==> src/rtl/alu_pkg.sv <==
// Shared types for the 8-bit ALU and the execute stage around it.
package alu_pkg;

  localparam int NREGS = 4;

  typedef logic [1:0] reg_idx_t;

  typedef enum logic [1:0] {
    SUB  = 2'd0,
    ADD  = 2'd1,
    NAND = 2'd2,
    MOV  = 2'd3
  } op_t;

endpackage

==> src/rtl/alu_exec_if.sv <==
// Instruction issue handshake and write-back observation bundle for alu_exec.
interface alu_exec_if;

  logic                  in_valid;
  logic                  in_ready;
  alu_pkg::op_t          in_op;
  alu_pkg::reg_idx_t     in_rd;
  alu_pkg::reg_idx_t     in_rs;
  logic [7:0]            in_imm;
  logic                  in_use_imm;

  logic                  wb_valid;
  alu_pkg::reg_idx_t     wb_rd;
  logic [7:0]            wb_data;
  logic                  wb_zero;
  logic                  wb_carry;

  // Issuer / observer side.
  modport master (
    output in_valid, in_op, in_rd, in_rs, in_imm, in_use_imm,
    input  in_ready, wb_valid, wb_rd, wb_data, wb_zero, wb_carry
  );

  // Execute-stage side.
  modport slave (
    input  in_valid, in_op, in_rd, in_rs, in_imm, in_use_imm,
    output in_ready, wb_valid, wb_rd, wb_data, wb_zero, wb_carry
  );

endinterface

==> src/rtl/alu.sv <==
// Combinational 8-bit ALU: SUB (b - a, carry = no-borrow), ADD, NAND.
module alu
  import alu_pkg::*;
(
  input  logic [7:0] a,
  input  logic [7:0] b,
  input  op_t        op,
  output logic [7:0] y,
  output logic       zero,
  output logic       carry
);

  logic [8:0] sum;

  // Select the operation; MOV falls into the default and yields zeros.
  always_comb begin
    sum   = 9'd0;
    y     = 8'd0;
    carry = 1'b0;
    case (op)
      SUB: begin
        sum   = {1'b0, b} - {1'b0, a};
        y     = sum[7:0];
        carry = ~sum[8];
      end
      ADD: begin
        sum   = {1'b0, a} + {1'b0, b};
        y     = sum[7:0];
        carry = sum[8];
      end
      NAND: begin
        y = ~(a & b);
      end
      default: begin
        y = 8'd0;
      end
    endcase
    zero = (y == 8'd0);
  end

endmodule

==> src/rtl/alu_exec.sv <==
// Single-issue execute stage: E register, 4x8 register file, flags and
// a one-cycle write-back observation port around the combinational alu.
module alu_exec
#(
  parameter int NREGS = alu_pkg::NREGS
)
(
  input  logic              clk,
  input  logic              rst_n,
  input  logic              hold,
  input  alu_pkg::reg_idx_t dbg_addr,
  output logic [7:0]        dbg_data,
  alu_exec_if.slave         bus
);

  logic              ex_valid_q, ex_valid_d;
  alu_pkg::op_t      ex_op_q, ex_op_d;
  alu_pkg::reg_idx_t ex_rd_q, ex_rd_d;
  alu_pkg::reg_idx_t ex_rs_q, ex_rs_d;
  logic [7:0]        ex_imm_q, ex_imm_d;
  logic              ex_use_imm_q, ex_use_imm_d;

  logic [7:0]        regs_q [NREGS];
  logic [7:0]        regs_d [NREGS];
  logic              zero_q, zero_d;
  logic              carry_q, carry_d;

  logic              wb_valid_q, wb_valid_d;
  alu_pkg::reg_idx_t wb_rd_q, wb_rd_d;
  logic [7:0]        wb_data_q, wb_data_d;

  logic              accept;
  logic              retire;
  logic [7:0]        op_a;
  logic [7:0]        op_b;
  logic [7:0]        alu_y;
  logic              alu_zero;
  logic              alu_carry;
  logic [7:0]        result;

  assign bus.in_ready = ~hold;
  assign accept       = bus.in_valid & ~hold;
  assign retire       = ex_valid_q & ~hold;

  assign op_a   = ex_use_imm_q ? ex_imm_q : regs_q[ex_rs_q];
  assign op_b   = regs_q[ex_rd_q];
  assign result = (ex_op_q == alu_pkg::MOV) ? op_a : alu_y;

  alu u_alu (
    .a     (op_a),
    .b     (op_b),
    .op    (ex_op_q),
    .y     (alu_y),
    .zero  (alu_zero),
    .carry (alu_carry)
  );

  // E register: frozen by hold, otherwise loads whatever is accepted this edge.
  always_comb begin
    ex_valid_d   = ex_valid_q;
    ex_op_d      = ex_op_q;
    ex_rd_d      = ex_rd_q;
    ex_rs_d      = ex_rs_q;
    ex_imm_d     = ex_imm_q;
    ex_use_imm_d = ex_use_imm_q;
    if (!hold) begin
      ex_valid_d = accept;
      if (accept) begin
        ex_op_d      = bus.in_op;
        ex_rd_d      = bus.in_rd;
        ex_rs_d      = bus.in_rs;
        ex_imm_d     = bus.in_imm;
        ex_use_imm_d = bus.in_use_imm;
      end
    end
  end

  // Retirement: write rd, update flags for ALU ops, load the write-back port.
  always_comb begin
    regs_d     = regs_q;
    zero_d     = zero_q;
    carry_d    = carry_q;
    wb_valid_d = retire;
    wb_rd_d    = wb_rd_q;
    wb_data_d  = wb_data_q;
    if (retire) begin
      regs_d[ex_rd_q] = result;
      wb_rd_d         = ex_rd_q;
      wb_data_d       = result;
      if (ex_op_q != alu_pkg::MOV) begin
        zero_d  = alu_zero;
        carry_d = alu_carry;
      end
    end
  end

  // State update; reset discards any in-flight instruction and clears the file.
  always_ff @(posedge clk or negedge rst_n) begin
    if (!rst_n) begin
      ex_valid_q   <= 1'b0;
      ex_op_q      <= alu_pkg::SUB;
      ex_rd_q      <= '0;
      ex_rs_q      <= '0;
      ex_imm_q     <= 8'd0;
      ex_use_imm_q <= 1'b0;
      for (int i = 0; i < NREGS; i++) regs_q[i] <= 8'd0;
      zero_q       <= 1'b0;
      carry_q      <= 1'b0;
      wb_valid_q   <= 1'b0;
      wb_rd_q      <= '0;
      wb_data_q    <= 8'd0;
    end else begin
      ex_valid_q   <= ex_valid_d;
      ex_op_q      <= ex_op_d;
      ex_rd_q      <= ex_rd_d;
      ex_rs_q      <= ex_rs_d;
      ex_imm_q     <= ex_imm_d;
      ex_use_imm_q <= ex_use_imm_d;
      regs_q       <= regs_d;
      zero_q       <= zero_d;
      carry_q      <= carry_d;
      wb_valid_q   <= wb_valid_d;
      wb_rd_q      <= wb_rd_d;
      wb_data_q    <= wb_data_d;
    end
  end

  assign bus.wb_valid = wb_valid_q;
  assign bus.wb_rd    = wb_rd_q;
  assign bus.wb_data  = wb_data_q;
  assign bus.wb_zero  = zero_q;
  assign bus.wb_carry = carry_q;
  assign dbg_data     = regs_q[dbg_addr];

endmodule

==> src/flat_wrapper.sv <==
// flat-port wrapper written by rule: the top's interface ports become plain ports
module alu_exec_flat 
#(
  parameter int NREGS = alu_pkg::NREGS
)
  (clk, rst_n, hold, dbg_addr, dbg_data, bus_in_valid, bus_in_op, bus_in_rd, bus_in_rs, bus_in_imm, bus_in_use_imm, bus_in_ready, bus_wb_valid, bus_wb_rd, bus_wb_data, bus_wb_zero, bus_wb_carry);
  alu_exec_if bus_i ();
  input  logic clk;
  input  logic rst_n;
  input  logic hold;
  input  alu_pkg::reg_idx_t dbg_addr;
  output logic [7:0] dbg_data;
  input wire logic [$bits(bus_i.in_valid)-1:0] bus_in_valid;
  input wire logic [$bits(bus_i.in_op)-1:0] bus_in_op;
  input wire logic [$bits(bus_i.in_rd)-1:0] bus_in_rd;
  input wire logic [$bits(bus_i.in_rs)-1:0] bus_in_rs;
  input wire logic [$bits(bus_i.in_imm)-1:0] bus_in_imm;
  input wire logic [$bits(bus_i.in_use_imm)-1:0] bus_in_use_imm;
  output wire logic [$bits(bus_i.in_ready)-1:0] bus_in_ready;
  output wire logic [$bits(bus_i.wb_valid)-1:0] bus_wb_valid;
  output wire logic [$bits(bus_i.wb_rd)-1:0] bus_wb_rd;
  output wire logic [$bits(bus_i.wb_data)-1:0] bus_wb_data;
  output wire logic [$bits(bus_i.wb_zero)-1:0] bus_wb_zero;
  output wire logic [$bits(bus_i.wb_carry)-1:0] bus_wb_carry;
  assign bus_i.in_valid = bus_in_valid;
  assign bus_i.in_op = bus_in_op;
  assign bus_i.in_rd = bus_in_rd;
  assign bus_i.in_rs = bus_in_rs;
  assign bus_i.in_imm = bus_in_imm;
  assign bus_i.in_use_imm = bus_in_use_imm;
  assign bus_in_ready = bus_i.in_ready;
  assign bus_wb_valid = bus_i.wb_valid;
  assign bus_wb_rd = bus_i.wb_rd;
  assign bus_wb_data = bus_i.wb_data;
  assign bus_wb_zero = bus_i.wb_zero;
  assign bus_wb_carry = bus_i.wb_carry;
  alu_exec #(.NREGS(NREGS)) u_core (.clk(clk), .rst_n(rst_n), .hold(hold), .dbg_addr(dbg_addr), .dbg_data(dbg_data), .bus(bus_i));
endmodule
==> config.mk <==
export PLATFORM = sky130hd
export DESIGN_NAME = alu_exec_flat
export DESIGN_NICKNAME = d
export VERILOG_FILES = /design/src/rtl/alu_pkg.sv /design/src/rtl/alu_exec_if.sv /design/src/rtl/alu.sv /design/src/rtl/alu_exec.sv /design/src/flat_wrapper.sv
export SDC_FILE = /design/constraint.sdc
export NUM_CORES = 1
export LEC_CHECK = 0
export BUFFER_PORTS_ARGS = -buffer_cell sky130_fd_sc_hd__clkbuf_2
export CORE_ASPECT_RATIO = 1.25
export CORE_MARGIN = 5
export CORE_UTILIZATION = 25
export CTS_CLUSTER_SIZE = 25
export DETAILED_ROUTE_END_ITERATION = 10
export PLACE_DENSITY = 0.41
export SLEW_MARGIN = 5
export SYNTH_ARGS = -nofsm -noshare
export SYNTH_HDL_FRONTEND = slang
export SYNTH_SLANG_ARGS = --single-unit
==> constraint.sdc <==
create_clock -name clk -period 5.17 [get_ports clk]
set_input_delay 0.517 -clock clk [delete_from_list [all_inputs] [get_ports clk]]
set_output_delay 0.517 -clock clk [all_outputs]
set_load 0.03 [all_outputs]
**Word level (Yosys, flattened, before mapping)**

Index checks and enable logic that the tools add are counted.

- Add/sub/neg operators: 2
- Multipliers: 0
- Div/mod/pow operators: 0
- $lt $le $gt $ge: 4
- Equal/unequal tests: 4
- Shift-type cells: 0
- Multiplexer cells: 16
- Bitwise operators: 9
- Reductions and logical operators: 5

Operators with widths:

| kind | number |
|---|---|
| 8-bit 2-to-1 mux | 9 |
| 8-bit binary-select mux with 2-bit select | 3 |
| 32-bit bitwise mux | 1 |
| 8-bit case mux with 3 select lines | 1 |
| 8-bit demux with 2-bit select | 1 |
| 8-bit by 8-bit adder with 9-bit output | 1 |
| 3-bit greater-or-equal comparator, second input constant | 3 |
| 2-bit inverter with 3-bit output | 3 |
| 8-bit by 8-bit subtractor with 9-bit output | 1 |
| 8-bit AND | 1 |
| 8-bit zero test | 1 |
| 8-bit inverter | 1 |
| 2-bit equality test, second input constant | 2 |
| 2-bit AND reduction | 2 |
| 3-bit by 1-bit < comparator with 1-bit output, second input constant | 1 |
| 1-bit AND | 2 |
| 2-bit by 1-bit equality test with 1-bit output, second input constant | 1 |
| 2-bit zero test | 1 |
| 2-bit inequality test, second input constant | 1 |
| 1-bit inverter | 2 |
| 1-bit case mux with 2 select lines | 1 |
| 1-bit logical AND | 1 |

- Flip-flop bits (word level): 61
- Latch bits: 0
- RAM bits: 0
- Memory bits (read-only): 0
- Output and inout port bits: 22
- Memories: 0

**Depth between registers and ports, before layout**

Gate-level depths: netlist of run 1.

- Depth in word-level cells: 10
- Mapped depth: 13
- Depth with buffers taken out: 12

**By module**

A second synthesis of run 1 with hierarchy kept.

- Cells, all modules: 393
- Area, all modules: 4033.9 sq um

Modules (own cells, without submodules):

| module | times used | cells an instance | area an instance (sq um) | sequential area each (sq um) |
|---|---|---|---|---|
| alu_exec | 1 | 277 | 3179.3 | 1526.5 |
| alu | 1 | 116 | 854.6 | 0.0 |

**Worst setup path before layout of run 1**

OpenSTA, ideal clock, no wires.

- Path type: register -> register
- Start point: reg u_core.ex_rd_q[0]
- End point: reg u_core.regs_q[14] (netlist bit)
- Data arrival time: 2.949 ns
- Data required time: 5.040 ns
- Slack: 2.091 ns
- Stages on the path, launching flop included: 12
- Path buffers: 2
- Cells stage by stage: dfrtp_1 > buf_2 > buf_1 > mux4_2 > ha_1 > and3_1 > a221oi_2 > xnor2_1 > mux2_4 > nor2_8 > a211oi_4 > o21ai_1

- Cells in the longest elaborated chain, start to end: 9
- Elaborated cells on any way between the ends: 16
- Those cells by class: 2 x add/sub; 2 x order compare; 8 x mux; 3 x bitwise; 1 x reduce/logical

RTL lines:

| what | line | text |
|---|---|---|
| start, declared | alu_exec.sv:18 | `alu_pkg::reg_idx_t ex_rd_q, ex_rd_d;` |
| start signal, assigned | alu_exec.sv:115 | `ex_rd_q <= ex_rd_d;` |
| 2-bit inverter with 3-bit output (implied by the code) (*) | alu_exec.sv:46, alu_exec.sv:87 |  |
| branches (longest 7 deep; another with 8-bit by 8-bit adder with 9-bit output) | - |  |
| 32-bit bitwise mux (*) | alu_exec.sv:87 | `regs_d[ex_rd_q] = result;` |
| end signal, assigned | alu_exec.sv:119 | `regs_q <= regs_d;` |
| end, declared | alu_exec.sv:23 | `logic [7:0] regs_q [NREGS];` |

Every way passes the cells marked *. The select of a mux whose other input is x is not followed.
A chain may end at the register's enable or synchronous reset.

**Worst setup path after layout of run 1**

- Start point: reg u_core.ex_rd_q[0]
- End point: reg u_core.zero_q (netlist: u_core.bus.wb_zero)

- Cells in the longest elaborated chain, start to end: 8
- Elaborated cells on any way between the ends: 10
- Those cells by class: 2 x add/sub; 4 x mux; 3 x bitwise; 1 x reduce/logical

RTL lines:

| what | line | text |
|---|---|---|
| 2-bit inverter with 3-bit output (implied by the code) (*) | alu_exec.sv:46 | `assign op_b = regs_q[ex_rd_q];` |
| 8-bit binary-select mux with 2-bit select (*) | alu_exec.sv:46 |  |
| 8-bit 2-to-1 mux (implied by the code) (*) (2 in a row) | alu_exec.sv:46 |  |
| branches (longest 2 deep; another with 8-bit by 8-bit adder with 9-bit output) | - |  |
| 8-bit case mux with 3 select lines (*) | alu.sv:20 | `case (op)` |
| 8-bit zero test (*) | alu.sv:38 | `zero = (y == 8'd0);` |
| end signal, assigned | alu_exec.sv:120 | `zero_q <= zero_d;` |
| end, declared | alu_exec.sv:25 | `logic zero_q, zero_d;` |

Marked as above.

==> summary.md, run 1 <==
| Metric | Value |
|---|---|
| GRT Overall Usage | `0.129` |
| Crit. End Element | `flip-flop` |
| Max-Slew Margin vs Limit | `0.416` |
| Reg2Reg Depth | `12` |
| Leakage power | `2.09 nW` |
| Antenna Nets Post-Route | `0` |
| Inserted Diodes | `0` |
| IO buf count | `42` |
| Post-synth EDFFs | `0` |
| WP data required | `5.40 ns` |
| Max-Cap Viols | `0` |
| Root buffer cell | `clkbuf_16` |
| Later-pin clock latency in the skew report | `0.33 ns` |
| CP Launch Type | `flip-flop` |
| Area of the core | `16100 um2` |
| Top-area cell type share of the netlist area | `0.375` |
| Ys flop type | `dfrtp_1` |
| Final Setup Violations | `0` |
| CTS resizes | `0` |
| FF/Latch Area | `1530 um2` |
| Post-Syn Nets | `427` |
| Largest net degree at the start of global routing | `62` |
| Residual overflow from global routing | `0` |
| Count leader, synth | `dfrtp_1` |
| Hold WC Path Type | `in -> async` |
| Placer Congestion | `0.845` |
| Die height | `153 um` |
| CP endpoint | `u_core.bus.wb_zero` |
| Fin Hold WS | `0.355 ns` |
| Worst Setup SP | `u_core.ex_rd_q[0]` |
| Reg2reg start | `u_core.ex_rd_q[0]` |
| First-pass GRT wire length | `18700 um` |
| FFs w/ async S/R, synth | `1.00` |
| Most frequent cells after synthesis | `dfrtp_1, nand2_1, o21ai_1` |
| Period utilization | `0.737` |
| Yosys cell types | `64` |
| Yosys reg bits | `61` |
| Sequential share of the synthesized area | `0.375` |
| CTS Buf Count | `9` |
| Mapped Area | `4070 um2` |
| Crit Path Category | `reg -> reg` |
| Final #Nets | `457` |
| Final-layout fill cell count | `1685` |
| Fmax | `0.262 GHz` |
| Initial antenna violation count | `0` |
| Initial core utilization | `0.253` |
| Worst R2R End | `u_core.bus.wb_zero` |
| Top cell type by total area after synthesis | `dfrtp_1` |
| RSZ-0062 raised after global routing | `false` |
| I/O pin count | `43` |
| Crit path arrival time | `4.04 ns` |
| Detailed Routing Iterations Pass 1 | `5` |
| Synthesis-to-layout area growth | `16.7%` |
| Placed cells | `623` |
| P per Cell Area | `761 nW/um2` |
| Avg Cell Area, Syn | `10.5 um2` |
| Area of the multi-input gates | `2310 um2` |
| Critical path peak fanout | `17` |
| Final hold vios | `0` |
| Worst slew pin tran | `0.876 ns` |
| Fin Clk Skew | `0.00653 ns` |
| Dpl hpwl | `8700 um` |
| Syn Inst Count | `388` |
| DRC Markers | `0` |
| Largest cells by area after synthesis | `dfrtp_1, mux4_2, nand2_1` |
| H-Tree Depth | `3` |
| DR WL/cell | `18.2 um` |
| CTS tree | `built` |
| Setup TNS | `0 ns` |
| Vias in the first global route | `3201` |
| Deepest clock path buffer count | `2` |
| CTS Sinks | `61` |
| YS warnings | `0` |
| Fin cells | `639` |
| Cts hold-fix bufs | `0` |
| Final Max Tran Viols | `0` |
| Run status | `finished, final reports clean` |
| IR drop worst, VDD | `0.000224 V` |
| CTS clk-pin slew, worst paths | `0.05 ns` |
| Die Width | `124 um` |
| Worst reg2reg setup slack | `1.36 ns` |
| Row Count | `52` |
| Post-CTS setup buffer count | `0` |
| Via Count | `3141` |
| Initial DRC Count | `201` |
| Layout cells sized above 1 | `0.279` |
| Drt total wl | `11600 um` |
| Vias per Instance | `4.92` |
| Full die area | `18900 um2` |
| Min cycle time layout | `3.81 ns` |
through the flow:
step / total power [mW] / cell area (um2) / setup WS, ns / util
2_1_floorplan: 2.47 / 4070 / 2.09 / -
3_3_place_gp: 2.90 / 4410 / 1.39 / 0.274
3_5_place_dp: 2.90 / 4410 / 1.43 / 0.274
4_1_cts: 3.62 / 4750 / 1.39 / 0.296
5_1_grt: 3.86 / 4750 / 1.12 / 0.296
6_report: 3.61 / 4750 / 1.36 / 0.296
cells in the final DEF, fill, tap and decap left out, types with 3 or more instances in the layout:
cell type   n
o21ai_1    37
nor2b_1     5
o21ai_0     5
mux2_2     17
a31oi_1     5
nand2_1    60
nor2_1     21
nand2b_1    3
dfrtp_1    61
nor3_1      5
mux4_2     24
a21o_1      4
clkbuf_16   9
nand3_1     4
a21oi_1    14
xnor2_1     7
clkbuf_2   42
inv_1      14
buf_4       3
o22ai_1     3
bufinv_16   3
ha_1       16
mux2i_1     9
cell type report:
cell class,instances,area share
Clock buffer,12,0.0519
Clock inverter,4,0.0200
Inverter,17,0.0134
Multi-Input combinational cell,284,0.487
Sequential cell,61,0.321
Tap cell,216,0.0569
Timing Repair Buffer,45,0.0490
critical path, stage by stage, from the launching register on:
cell and delay, ns:
dfrtp_1 0.85, mux4_2 0.64, inv_1 0.08, ha_1 0.17, inv_1 0.06, fa_1 0.42, a21o_1 0.21, a21oi_1 0.18
xor2_1 0.15, mux2i_1 0.14, a211oi_1 0.37, nand4_1 0.19, o41ai_2 0.24
worst min-delay path by stage:
stage                           to           startpoint  slack, ns
2_1_floorplan  u_core.bus.wb_carry                rst_n       0.22
3_3_place_gp     u_core.ex_valid_q    u_core.ex_valid_q       0.46
3_5_place_dp   u_core.bus.wb_rd[1]  u_core.bus.wb_rd[1]       0.47
4_1_cts          u_core.regs_q[21]                rst_n       0.39
5_1_grt         u_core.ex_imm_q[6]        bus_in_imm[6]       0.41
6_report         u_core.regs_q[22]                rst_n       0.36
where the power goes:
part / switching [mW] / total, mW / internal [mW] / leakage (nW)
Clock: 0.216 / 0.700 / 0.483 / 0.167
Sequential: 0.203 / 0.858 / 0.655 / 0.747
Combinational: 1.19 / 2.06 / 0.869 / 1.18
metal layers:
layer  up-vias  global-route usage  wire length (um)
li1       1473                   -                 -
met1      1552               0.160              4830
met2        90               0.215              6010
met3        26              0.0156               328
met4         0              0.0673               461
met5         -                   0                 0
state kept, by name (all words and copies together) (netlist names):
signal               count
u_core.regs_q           32
u_core.bus.wb_data       8
u_core.ex_imm_q          8
u_core.bus.wb_rd         2
u_core.ex_op_q           2
u_core.ex_rd_q           2
u_core.ex_rs_q           2
u_core.bus.wb_carry      1
u_core.bus.wb_valid      1
u_core.bus.wb_zero       1
u_core.ex_use_imm_q      1
u_core.ex_valid_q        1
cells by family (layout without fill, tap and decap cells):
family,count (synthesis),after routing,share of synthesized area
flops,61,61,0.375
simple gates,111,111,0.127
buf+inv,43,78,0.0560
xor+xnor,10,10,0.0234
compound gates,94,94,0.154
fa+ha+maj,18,18,0.0590
mux,51,51,0.206
Note: power is estimated with default switching activity, not from simulation.
==> inputs of run 2 (changes only) <==
==> constraint.sdc (replaced) <==
create_clock -name clk -period 3.8 [get_ports clk]
set_input_delay 0.38 -clock clk [delete_from_list [all_inputs] [get_ports clk]]
set_output_delay 0.38 -clock clk [all_outputs]
set_load 0.03 [all_outputs]
==> run 2 against run 1 <==
Critical path depth did not move. Largest power group unchanged. Die area unchanged. Clock-buffer cell count unchanged.
==> summary.md, run 2 (synthesis gave the netlist of run 1 again) <==
| Metric | Value |
|---|---|
| Cts hold-fix bufs | `0 (unchanged)` |
| Layout cells sized above 1 | `0.291 (was 0.279)` |
| Die Width | `124 um (unchanged)` |
| Antenna Nets Post-Route | `0 (unchanged)` |
| H-Tree Depth | `3 (unchanged)` |
| Largest net degree at the start of global routing | `38 (was 62)` |
| Critical path peak fanout | `9 (was 17)` |
| Max-Slew Margin vs Limit | `0.421 (was 0.416)` |
| Reg2Reg Depth | `12 (unchanged)` |
| Fmax | `0.283 GHz (was 0.262 GHz)` |
| Most common cell after layout, fill and taps aside | `dfrtp_1 (unchanged)` |
| Drt total wl | `11400 um (was 11600 um)` |
| Setup TNS | `0 ns (unchanged)` |
| Initial antenna violation count | `0 (unchanged)` |
| CTS Buf Count | `9 (unchanged)` |
| Run status | `finished, final reports clean (unchanged)` |
| Worst slew pin tran | `0.869 ns (was 0.876 ns)` |
| CP Launch Type | `flip-flop (unchanged)` |
| Die height | `153 um (unchanged)` |
| Via Count | `3129 (was 3141)` |
| Fin Hold WS | `0.0647 ns (was 0.355 ns)` |
| Vias per Instance | `4.85 (was 4.92)` |
| Period utilization | `0.929 (was 0.737)` |
| I/O pin count | `43 (unchanged)` |
| Leakage power | `2.12 nW (was 2.09 nW)` |
| CTS tree | `built (unchanged)` |
| Later-pin clock latency in the skew report | `0.33 ns (about the same)` |
| First-pass GRT wire length | `18300 um (was 18700 um)` |
| Fin Clk Skew | `0.00860 ns (was 0.00653 ns)` |
| Max-Cap Viols | `0 (unchanged)` |
| DRC Markers | `0 (unchanged)` |
| Post-CTS setup buffer count | `0 (unchanged)` |
| Final Setup Violations | `0 (unchanged)` |
| Placer Congestion | `0.840 (was 0.845)` |
| IR drop worst, VDD | `0.000508 V (was 0.000224 V)` |
| Synthesis-to-layout area growth | `17.5% (was 16.7%)` |
| Final Max Tran Viols | `0 (unchanged)` |
| CTS Sinks | `61 (unchanged)` |
| P per Cell Area | `1020 nW/um2 (was 761 nW/um2)` |
| Worst R2R End | `u_core.regs_q[6] (was u_core.bus.wb_zero)` |
| Number of flip-flops in the largest register | `32 (unchanged)` |
| DR WL/cell | `17.7 um (was 18.2 um)` |
| WP data required | `3.99 ns (was 5.40 ns)` |
| Min cycle time layout | `3.53 ns (was 3.81 ns)` |
| RSZ-0062 raised after global routing | `false (unchanged)` |
| Worst reg2reg setup slack | `0.27 ns (was 1.36 ns)` |
| Vias in the first global route | `3182 (was 3201)` |
| Area of the core | `16100 um2 (unchanged)` |
| Dpl hpwl | `8800 um (was 8700 um)` |
| Final #Nets | `463 (was 457)` |
| Reg2reg start | `u_core.ex_rs_q[0] (was u_core.ex_rd_q[0])` |
| Deepest clock path buffer count | `2 (unchanged)` |
| Row Count | `52 (unchanged)` |
| Crit. End Element | `flip-flop (unchanged)` |
| Leading cell types in the layout, fill and taps excluded | `dfrtp_1, nand2_1, clkbuf_2 (unchanged)` |
| Inserted Diodes | `0 (unchanged)` |
| CTS clk-pin slew, worst paths | `0.06 ns (was 0.05 ns)` |
| Initial DRC Count | `136 (was 201)` |
| IO buf count | `42 (unchanged)` |
| Full die area | `18900 um2 (unchanged)` |
| Final hold vios | `0 (unchanged)` |
| Hold WC Path Type | `in -> async (unchanged)` |
| Detailed Routing Iterations Pass 1 | `4 (was 5)` |
| Crit path arrival time | `3.72 ns (was 4.04 ns)` |
| Top reg by flops | `u_core.regs_q (unchanged)` |
| GRT Overall Usage | `0.127 (was 0.129)` |
| Crit Path Category | `reg -> reg (unchanged)` |
| Residual overflow from global routing | `0 (unchanged)` |
| Initial core utilization | `0.253 (unchanged)` |
| Root buffer cell | `clkbuf_16 (unchanged)` |
| CTS resizes | `0 (unchanged)` |
-- run 2: critical path: stages (launching register included) --
cell	delay (ns)
dfrtp_1	0.51
buf_4	0.22
mux4_2	0.49
mux2_2	0.30
inv_1	0.06
ha_1	0.32
and3_1	0.26
a221oi_2	0.31
xnor2_1	0.15
mux2_4	0.19
nor2_8	0.04
a211oi_4	0.40
o21ai_1	0.12
-- run 2: worst max path at each step --
stage                     slack [ns]                end               from
final                           0.27   u_core.regs_q[6]  u_core.ex_rs_q[0]
after global routing            0.03  u_core.regs_q[30]  u_core.ex_rs_q[0]
after CTS                       0.26   u_core.regs_q[6]  u_core.ex_rs_q[0]
after detailed placement        0.27   u_core.regs_q[6]  u_core.ex_rs_q[0]
after global placement          0.32   u_core.regs_q[6]  u_core.ex_rs_q[0]
after floorplan                 0.72  u_core.regs_q[14]  u_core.ex_rd_q[0]
-- run 2: cell type report --
| cell class | count | area, um2 |
|---|---|---|
| clock buffer | 12 | 256 |
| timing repair buffer | 51 | 278 |
| multi-input combinational | 284 | 2310 |
| clock inverter | 4 | 70.1 |
| sequential | 61 | 1530 |
| fill | 1679 | 11300 |
| inverter | 17 | 63.8 |
| tap | 216 | 270 |
-- run 2: power breakdown --
part | switching, mW | leakage (nW) | internal, mW
clock | 0.290 | 0.163 | 0.607
sequential | 0.259 | 0.747 | 0.891
combinational | 1.64 | 1.21 | 1.20
-- run 2: stage by stage --
stage | utilization | cell area [um2] | cells | worst slack (ns) | power [mW]
floorplan | - | 4070 | 388 | 0.721 | 3.36
CTS | 0.297 | 4780 | 645 | 0.259 | 4.92
detailed placement | 0.277 | 4450 | 629 | 0.271 | 3.98
global placement | 0.277 | 4450 | 629 | 0.325 | 3.96
global route | 0.297 | 4780 | 645 | 0.0333 | 5.26
finish | 0.297 | 4780 | 645 | 0.272 | 4.89
-- run 2: metal layers --
metal  vias up  GRT usage  part of all wire
met4         0     0.0673             0.037
li1       1474          -                 -
met5         -          0                 0
met1      1567      0.153              0.42
met2        63      0.215              0.53
met3        25     0.0201             0.021
